===== config.mk =====
export PLATFORM = sky130hd
export DESIGN_NAME = can_tx_framer
export DESIGN_NICKNAME = d
export VERILOG_FILES = /design/src/rtl/can_tx_framer.sv
export SDC_FILE = /design/constraint.sdc
export NUM_CORES = 1
export LEC_CHECK = 0
export BUFFER_PORTS_ARGS = -buffer_cell sky130_fd_sc_hd__buf_2
export CAP_MARGIN = 20
export CORE_ASPECT_RATIO = 1.75
export CORE_UTILIZATION = 45
export CTS_CLUSTER_DIAMETER = 50
export DETAILED_ROUTE_END_ITERATION = 16
export HOLD_SLACK_MARGIN = 0.15
export SETUP_SLACK_MARGIN = 0.1
export SLEW_MARGIN = 20
export SYNTH_ARGS = -nofsm -noshare
export SYNTH_HDL_FRONTEND = slang
export SYNTH_SLANG_ARGS = --single-unit

===== constraint.sdc =====
create_clock -name clk -period 6.94 [get_ports clk]
set_input_delay 0.694 -clock clk [delete_from_list [all_inputs] [get_ports clk]]
set_output_delay 0.694 -clock clk [all_outputs]
set_load 0.1 [all_outputs]

===== src/rtl/can_tx_framer.sv =====
// CAN 2.0A base data frame transmitter: serialises one frame per start_tx with
// CRC-15, bit stuffing, arbitration-loss detection and ACK checking.
module can_tx_framer #(
  parameter int IFS_BITS  = 3,
  parameter int IDLE_BITS = 11
) (
  input  logic        clk,
  input  logic        rst,
  input  logic        start_tx,
  input  logic [10:0] tx_id,
  input  logic [3:0]  tx_dlc,
  input  logic [7:0]  tx_data [0:7],
  input  logic        bit_tick,
  input  logic        rx_bit,
  output logic        tx_bit,
  output logic        busy,
  output logic        tx_done,
  output logic        arb_lost,
  output logic        ack_err
);

  // state     | meaning
  // IDLE      | waiting for start_tx
  // LOAD      | frame latched, SOF goes out on next bit_tick
  // SEND      | serialising SOF..IFS, one bit per bit_tick
  // DONE      | one-cycle tx_done pulse
  // WAIT_IDLE | lost arbitration, waiting for IDLE_BITS recessive bits
  typedef enum logic [2:0] {IDLE, LOAD, SEND, DONE, WAIT_IDLE} state_t;

  localparam int ICW = $clog2(IDLE_BITS + 1);

  state_t          state;
  logic [10:0]     id_r;
  logic [3:0]      dlc_r;
  logic [63:0]     data_r;
  logic [14:0]     crc_r;
  logic [9:0]      pos;
  logic [2:0]      run_cnt;
  logic            stuffing;
  logic            ack_ok;
  logic [ICW-1:0]  idle_cnt;

  logic [6:0] n_data;
  logic [9:0] crc_start, crc_delim, ack_pos, last_pos, nxt_pos;
  logic [9:0] data_off, crc_off;
  logic       nxt_bit, in_arb, stuff_region;

  function automatic logic [14:0] crc_step(input logic [14:0] c, input logic b);
    logic [14:0] s;
    s = {c[13:0], 1'b0};
    return (b ^ c[14]) ? (s ^ 15'h4599) : s;
  endfunction

  // Field boundaries follow from the latched DLC; dlc > 8 still carries 8 bytes.
  always_comb begin
    n_data    = dlc_r[3] ? 7'd64 : {1'b0, dlc_r[2:0], 3'b000};
    crc_start = 10'd19 + {3'b000, n_data};
    crc_delim = crc_start + 10'd15;
    ack_pos   = crc_start + 10'd16;
    last_pos  = crc_start + 10'(24 + IFS_BITS);
    nxt_pos   = pos + 10'd1;
    data_off  = nxt_pos - 10'd19;
    crc_off   = nxt_pos - crc_start;
    nxt_bit   = 1'b1;
    if (nxt_pos <= 10'd11)
      nxt_bit = id_r[4'(10'd11 - nxt_pos)];
    else if (nxt_pos <= 10'd14)
      nxt_bit = 1'b0;
    else if (nxt_pos <= 10'd18)
      nxt_bit = dlc_r[2'(10'd18 - nxt_pos)];
    else if (nxt_pos < crc_start)
      nxt_bit = data_r[6'(10'd63 - data_off)];
    else if (nxt_pos < crc_delim)
      nxt_bit = crc_r[4'(10'd14 - crc_off)];
    stuff_region = (pos < crc_delim);
    // A stuff bit keeps pos of the bit before it, so RTR-trailing stuff is excluded.
    in_arb = stuffing ? (pos >= 10'd1 && pos <= 10'd11)
                      : (pos >= 10'd1 && pos <= 10'd12);
  end

  always_ff @(posedge clk) begin
    if (rst) begin
      state    <= IDLE;
      tx_bit   <= 1'b1;
      busy     <= 1'b0;
      tx_done  <= 1'b0;
      arb_lost <= 1'b0;
      ack_err  <= 1'b0;
      id_r     <= '0;
      dlc_r    <= '0;
      data_r   <= '0;
      crc_r    <= '0;
      pos      <= '0;
      run_cnt  <= '0;
      stuffing <= 1'b0;
      ack_ok   <= 1'b0;
      idle_cnt <= '0;
    end else begin
      tx_done  <= 1'b0;
      arb_lost <= 1'b0;
      ack_err  <= 1'b0;
      case (state)
        IDLE: begin
          if (start_tx) begin
            id_r   <= tx_id;
            dlc_r  <= tx_dlc;
            data_r <= {tx_data[0], tx_data[1], tx_data[2], tx_data[3],
                       tx_data[4], tx_data[5], tx_data[6], tx_data[7]};
            busy   <= 1'b1;
            state  <= LOAD;
          end
        end
        LOAD: begin
          if (bit_tick) begin
            tx_bit   <= 1'b0;
            pos      <= '0;
            run_cnt  <= 3'd1;
            stuffing <= 1'b0;
            crc_r    <= '0;
            ack_ok   <= 1'b1;
            state    <= SEND;
          end
        end
        SEND: begin
          if (bit_tick) begin
            if (in_arb && tx_bit && !rx_bit) begin
              arb_lost <= 1'b1;
              tx_bit   <= 1'b1;
              idle_cnt <= '0;
              state    <= WAIT_IDLE;
            end else if (pos == last_pos) begin
              tx_bit <= 1'b1;
              busy   <= 1'b0;
              if (ack_ok) begin
                tx_done <= 1'b1;
                state   <= DONE;
              end else begin
                state <= IDLE;
              end
            end else begin
              if (pos == ack_pos && rx_bit) begin
                ack_err <= 1'b1;
                ack_ok  <= 1'b0;
              end
              if (stuff_region && run_cnt == 3'd5) begin
                tx_bit   <= ~tx_bit;
                run_cnt  <= 3'd1;
                stuffing <= 1'b1;
              end else begin
                pos      <= nxt_pos;
                tx_bit   <= nxt_bit;
                stuffing <= 1'b0;
                run_cnt  <= (nxt_bit == tx_bit) ? run_cnt + 3'd1 : 3'd1;
                if (nxt_pos < crc_start)
                  crc_r <= crc_step(crc_r, nxt_bit);
              end
            end
          end
        end
        DONE: state <= IDLE;
        WAIT_IDLE: begin
          if (bit_tick) begin
            if (!rx_bit) begin
              idle_cnt <= '0;
            end else if (idle_cnt == ICW'(IDLE_BITS - 1)) begin
              busy  <= 1'b0;
              state <= IDLE;
            end else begin
              idle_cnt <= idle_cnt + 1'b1;
            end
          end
        end
        default: state <= IDLE;
      endcase
    end
  end

endmodule

== Word-level counts from Yosys, hierarchy flattened ==
Index checks and enable logic that the tools add are counted.

* $add $sub $neg: 13
* Multiplexer cells: 80
* Magnitude comparators: 13
* Reductions and logical operators: 23
* Bitwise gates (word level): 6
* Equality and inequality tests: 23

{| class="wikitable"
|+ Operator list
! kind !! number
|-
| $mux 15 || 7
|-
| $mux 10 || 5
|-
| $mux 3 || 14
|-
| $le 10x4->1 const B || 4
|-
| $mux 1 || 34
|-
| $pmux 15 s2 || 1
|-
| $ne 2x2->1 const B || 13
|-
| $eq 10x9->1 || 2
|-
| $lt 10x9->1 || 2
|-
| $mux 4 || 5
|-
| $pmux 10 s2 || 1
|-
| $add 8x5->9 const B || 2
|-
| $reduce_and 7->1 || 2
|-
| $pmux 3 s4 || 1
|-
| $reduce_and 6->1 || 2
|-
| $add 10x1->10 const B || 1
|-
| $ge 10x1->1 const B || 1
|-
| $le 10x5->1 const B || 1
|-
| $lt 10x8->1 || 1
|-
| $lt 4x5->1 const B || 2
|-
| $reduce_and 5->1 || 2
|-
| $reduce_or 5->1 || 2
|-
| $add 8x4->9 const B || 1
|-
| $add 5x7->8 const A || 1
|-
| other kinds (36) || 51
|}

* Flip-flop bits (word level): 121
* Output and inout bits: 5
* Logic and storage cells: 173

== Depth between registers and ports, before layout ==
* Depth in word-level cells: 19
* Mapped depth: 20
* Mapped depth without buffers: 14

== Least setup slack after synthesis ==
Ideal clock, no wire load.

* Kind: flip-flop to flip-flop
* Start: register pos[0]
* End: register crc_r[3]
* Data required time: 6.818 ns
* Cell stages (with the launch flop): 21
* Path slack: 2.137 ns
* Data arrival time: 4.682 ns
* Clock period less this slack: 4.803 ns
* Path through: dfxtp_1 > buf_6 > buf_2 > clkbuf_1 > inv_1 > ha_1 > clkbuf_8 > inv_1 > ha_1 > o2111a_1 > nor4_1 > or2_1 > buf_6 > mux2_1 > o2111ai_1 > and4_1 > nand2_1 > a311oi_2 > buf_6 > nor2_1 > a221o_1

* Longest elaborated chain between the ends: 18
* Elaborated cells between the ends (all ways): 49

{| class="wikitable"
|+ Ends and longest elaborated chain
! what !! RTL line !! RTL
|-
| from (decl) || 37 || <nowiki>logic [9:0] pos;</nowiki>
|-
| from (signal assigned) || 150 || <nowiki>pos <= nxt_pos;</nowiki>
|-
| parallel branches: the longest is 18 deep, another holds $add 10x1->10 || - ||
|-
| to (signal assigned) || 155 || <nowiki>crc_r <= crc_step(crc_r, nxt_bit);</nowiki>
|-
| to (decl) || 36 || <nowiki>logic [14:0] crc_r;</nowiki>
|}

Several ways; the timed one is not identified. The select of a mux whose other input is x is not followed.
A chain may end at the register's enable or synchronous reset.

== Worst setup path after layout ==
* Start: register pos[0]
* End: register crc_r[7]

Same word-level chain as after synthesis.

==> metrics.md <==
| Metric | Value |
|---|---|
| Post-synth ARST share | 0 |
| H-Tree Level Count | 4 |
| Design area | 7820 um2 |
| Vias in the first global route | 6128 |
| Placer congestion estimate | ~0.90 |
| Hold WC Path Type | register to register |
| Post-Route WL | between 15000 and 20000 um |
| Synthesized instance count | 835 |
| Die X | 95.5 um |
| CTS tree | done |
| VDD IR max | 0.136 mV |
| Max-cap violations | 0 |
| Ys Warns | 0 |
| Remaining antenna violation count | 0 |
| Critical path type | register to register |
| Layout Skew | between 0.01 and 0.015 ns |
| Total number of vias | 6160 |
| P per Cell Area | 242 nW/um2 |
| Status | completed |
| Ratio of cells with drive above 1 in the final layout | 0.186 |
| # diodes | 0 |
| Initial DRC Count | ~320 |
| First-pass GRT wire length | 29400 um |
| Worst-path cell chain | buf_4 > inv_1 > ha_1 > inv_1 > ha_1 > o2111a_1 > nor4_1 > or2_1 > mux2_1 > o2111ai_1 > and4_1 > nand2_1 > a311oi_2 > nor2_1 > a221o_1 |
| Routed vias/inst | 5.67 |
| Crit path max fanout | 25 |
| FILL cells | 1485 |
| Buf/Inv on CP | 3 |
| Post-route DRC violation count | 0 |
| Tcrit/Tclk final | 0.817 |
| Rows | 59 |
| Synth Flop Type | dfxtp_1 |
| GRT overflow | 0 |
| HPWL after DPL | 13000 um |
| Initial antenna violation count | 0 |
| Register area share after synthesis | 0.352 |
| Fin Hold WS | 0.452 ns |
| Delay-heaviest family, CP | simple AND/OR/NAND/NOR gates |
| Sum Neg Setup Slack | 0 ns |
| Resized cells post-CTS | 0 |
| Clk sinks | 121 |
| Slew at the pin closest to its max-slew limit | 1.05 ns |
| Worst slew margin | 0.296 |
| Slowest stage delay, CP | 0.76 ns |
| Hold-fix buffers, CTS | 0 |
| CP endpoint kind | register |
| IO buf count | 88 |
| Worst EP arrival | just under 6 ns |
| Final Hold Fails | 0 |
| Nets@finish | around 1000 |
| Root buffer cell | clkbuf_16 |
| RSZ-0062 raised after global routing | false |
| Cts bufs inserted | 17 |
| Die height | 166 um |
| Final setup fails | 0 |
| IO Count | between 80 and 90 |
| Final min period | 5.67 ns |
| Crit-path slowest cell | nor4_1 |
| Area delta synth->final | 13.5% |
| Core area | 14900 um2 |
| Routed len/inst | 16.5 um |
| Fmax | 176 MHz |
| GRT Total Usage | 0.237 |
| Leakage power | 0.00305 uW |
| Clock buffer depth | 2 |
| Starting Density | 0.462 |
| CTS clock-pin slew for the worst setup and hold paths | 0.06 ns |
| Clk_lat worst skew | 0.41 ns |
| Drt pass-1 iters | 7 |
| Largest net degree at the start of global routing | 85 |
| Post-DP Area | between 7000 and 8000 um2 |
| Mapped Area | about 6900 um2 |
| Startpoint types | register |
| Number of synthesized register bits | ~120 |
| Core Util, Final | 0.524 |
| Number of synthesized flops with an enable pin | 0 |
| Post-CTS setup buffer count | 0 |
| Die area | 15800 um2 |
| Syn avg cell area | 8.25 um2 |
| Slew Limit Fails | 0 |
| Synth cell types | slightly above 70 |
| WP data required | 7.24 ns |
==> worst reg2reg max path: cells and delay by family, from the launching register on <==
| kind | cells | cell delay, ns |
|---|---|---|
| and+or+nand+nor | 5 | 1.51 |
| AOI/OAI and AO/OA | 4 | 1.51 |
| adders and majority gates | 2 | 0.89 |
| buffers and inverters | 3 | 0.71 |
| DFF | 1 | 0.59 |
| muxes | 1 | 0.34 |
==> cell usage after synthesis (6+ instances only) <==
library cell | number | area [um2]
a211oi_1 | 6 | 45.0
a21oi_1 | 111 | 556
a22oi_1 | 6 | 45.0
clkbuf_1 | 44 | 165
clkbuf_8 | 6 | 82.6
dfxtp_1 | 121 | 2420
ha_1 | 33 | 413
inv_1 | 17 | 63.8
mux2i_1 | 6 | 60.1
mux4_2 | 20 | 450
nand2_1 | 195 | 732
nand3_1 | 29 | 145
nand3b_1 | 7 | 52.6
nor2_1 | 40 | 150
nor2b_1 | 8 | 50.1
nor3_1 | 16 | 80.1
nor4b_1 | 6 | 52.6
o211ai_1 | 6 | 45.0
o21ai_0 | 26 | 130
xnor2_1 | 10 | 87.6
xor2_1 | 6 | 52.6
==> power by group <==
part	total (uW)	internal, uW	switching, uW
Sequential	786	747	38.5
Clock	795	466	329
Combinational	310	118	192
==> state kept, by name (all words and copies together) (netlist names), 3 cells and up <==
| register | count |
|---|---|
| state | 3 |
| data_r | 64 |
| dlc_r | 4 |
| idle_cnt | 4 |
| pos | 10 |
| id_r | 11 |
| run_cnt | 3 |
| crc_r | 15 |
==> metrics by stage <==
| step | power (uW) | setup WS [ns] | cells |
|---|---|---|---|
| 2_1_floorplan | 1030 | 2.14 | 838 |
| 3_3_place_gp | 1100 | 1.55 | 1054 |
| 3_5_place_dp | 1110 | 1.28 | 1054 |
| 4_1_cts | 1910 | 1.25 | 1086 |
| 5_1_grt | 1980 | 0.700 | 1086 |
| 6_report | 1890 | 1.27 | 1086 |
==> layout by cell type (no fill, tap or decap), types with 4 or more instances in the layout <==
cell type  instances
o211ai_1           6
mux2i_1            6
nand2b_1           4
ha_1              33
inv_1             17
xor2_1             6
nand3_1           29
mux2_2             4
conb_1             4
nand4_1            5
nor2_1            40
dfxtp_1          120
or3_1              4
a21oi_1          111
o21ai_0           26
nand3b_1           7
nand2_1          194
clkbuf_1           4
nor2b_1            8
a22oi_1            6
a211oi_1           6
o21a_1             4
nor3_1            16
buf_2             87
xnor2_1           10
mux4_2            20
nor4b_1            6
buf_4              7
o2111ai_1          5
a31oi_1            4
nor4_1             5
clkbuf_16         17
o31ai_1            5
or3b_2             4
or4_1              4
==> routing by layer <==
metal	vias to the layer above	global-route usage	wire, um
li1	3055	-	-
met1	2925	0.257	6960
met2	134	0.422	9580
met3	46	0.0445	507
met4	0	0.127	880
met5	-	0	0
==> cells by family (layout without fill, tap and decap cells) <==
group,after synthesis,in the layout,share of synthesized area
AND/OR/NAND/NOR,351,351,0.238
AO/OA/AOI/OAI,198,198,0.171
flip-flops,121,121,0.352
buffers and inverters,78,143,0.0574
multiplexers,35,35,0.0932
adder cells (fa/ha/maj),33,33,0.0599
XOR/XNOR,18,18,0.0276
other,1,4,0.000544
==> worst paths after layout <==
check,start,endpoint,slack [ns],cells past startpoint
min reg2reg,data_r[28]$_SDFFE_PP0P_,data_r[28]$_SDFFE_PP0P_,0.45,2
max,pos[0]$_SDFFE_PP0P_,crc_r[7]$_SDFFE_PP0P_,1.27,15
min,data_r[28]$_SDFFE_PP0P_,data_r[28]$_SDFFE_PP0P_,0.45,2
max reg2reg,pos[0]$_SDFFE_PP0P_,crc_r[7]$_SDFFE_PP0P_,1.27,15
==> area by class of cell <==
class	count	area, um2	share of cell area
Multi-Input combinational cell	639	4090	0.523
Sequential cell	121	2420	0.310
Clock inverter	10	72.6	0.00928
Tap cell	183	229	0.0293
Timing Repair Buffer	94	488	0.0624
Clock buffer	22	454	0.0581
Inverter	17	63.8	0.00816
Power figures use the tool's default switching activity.
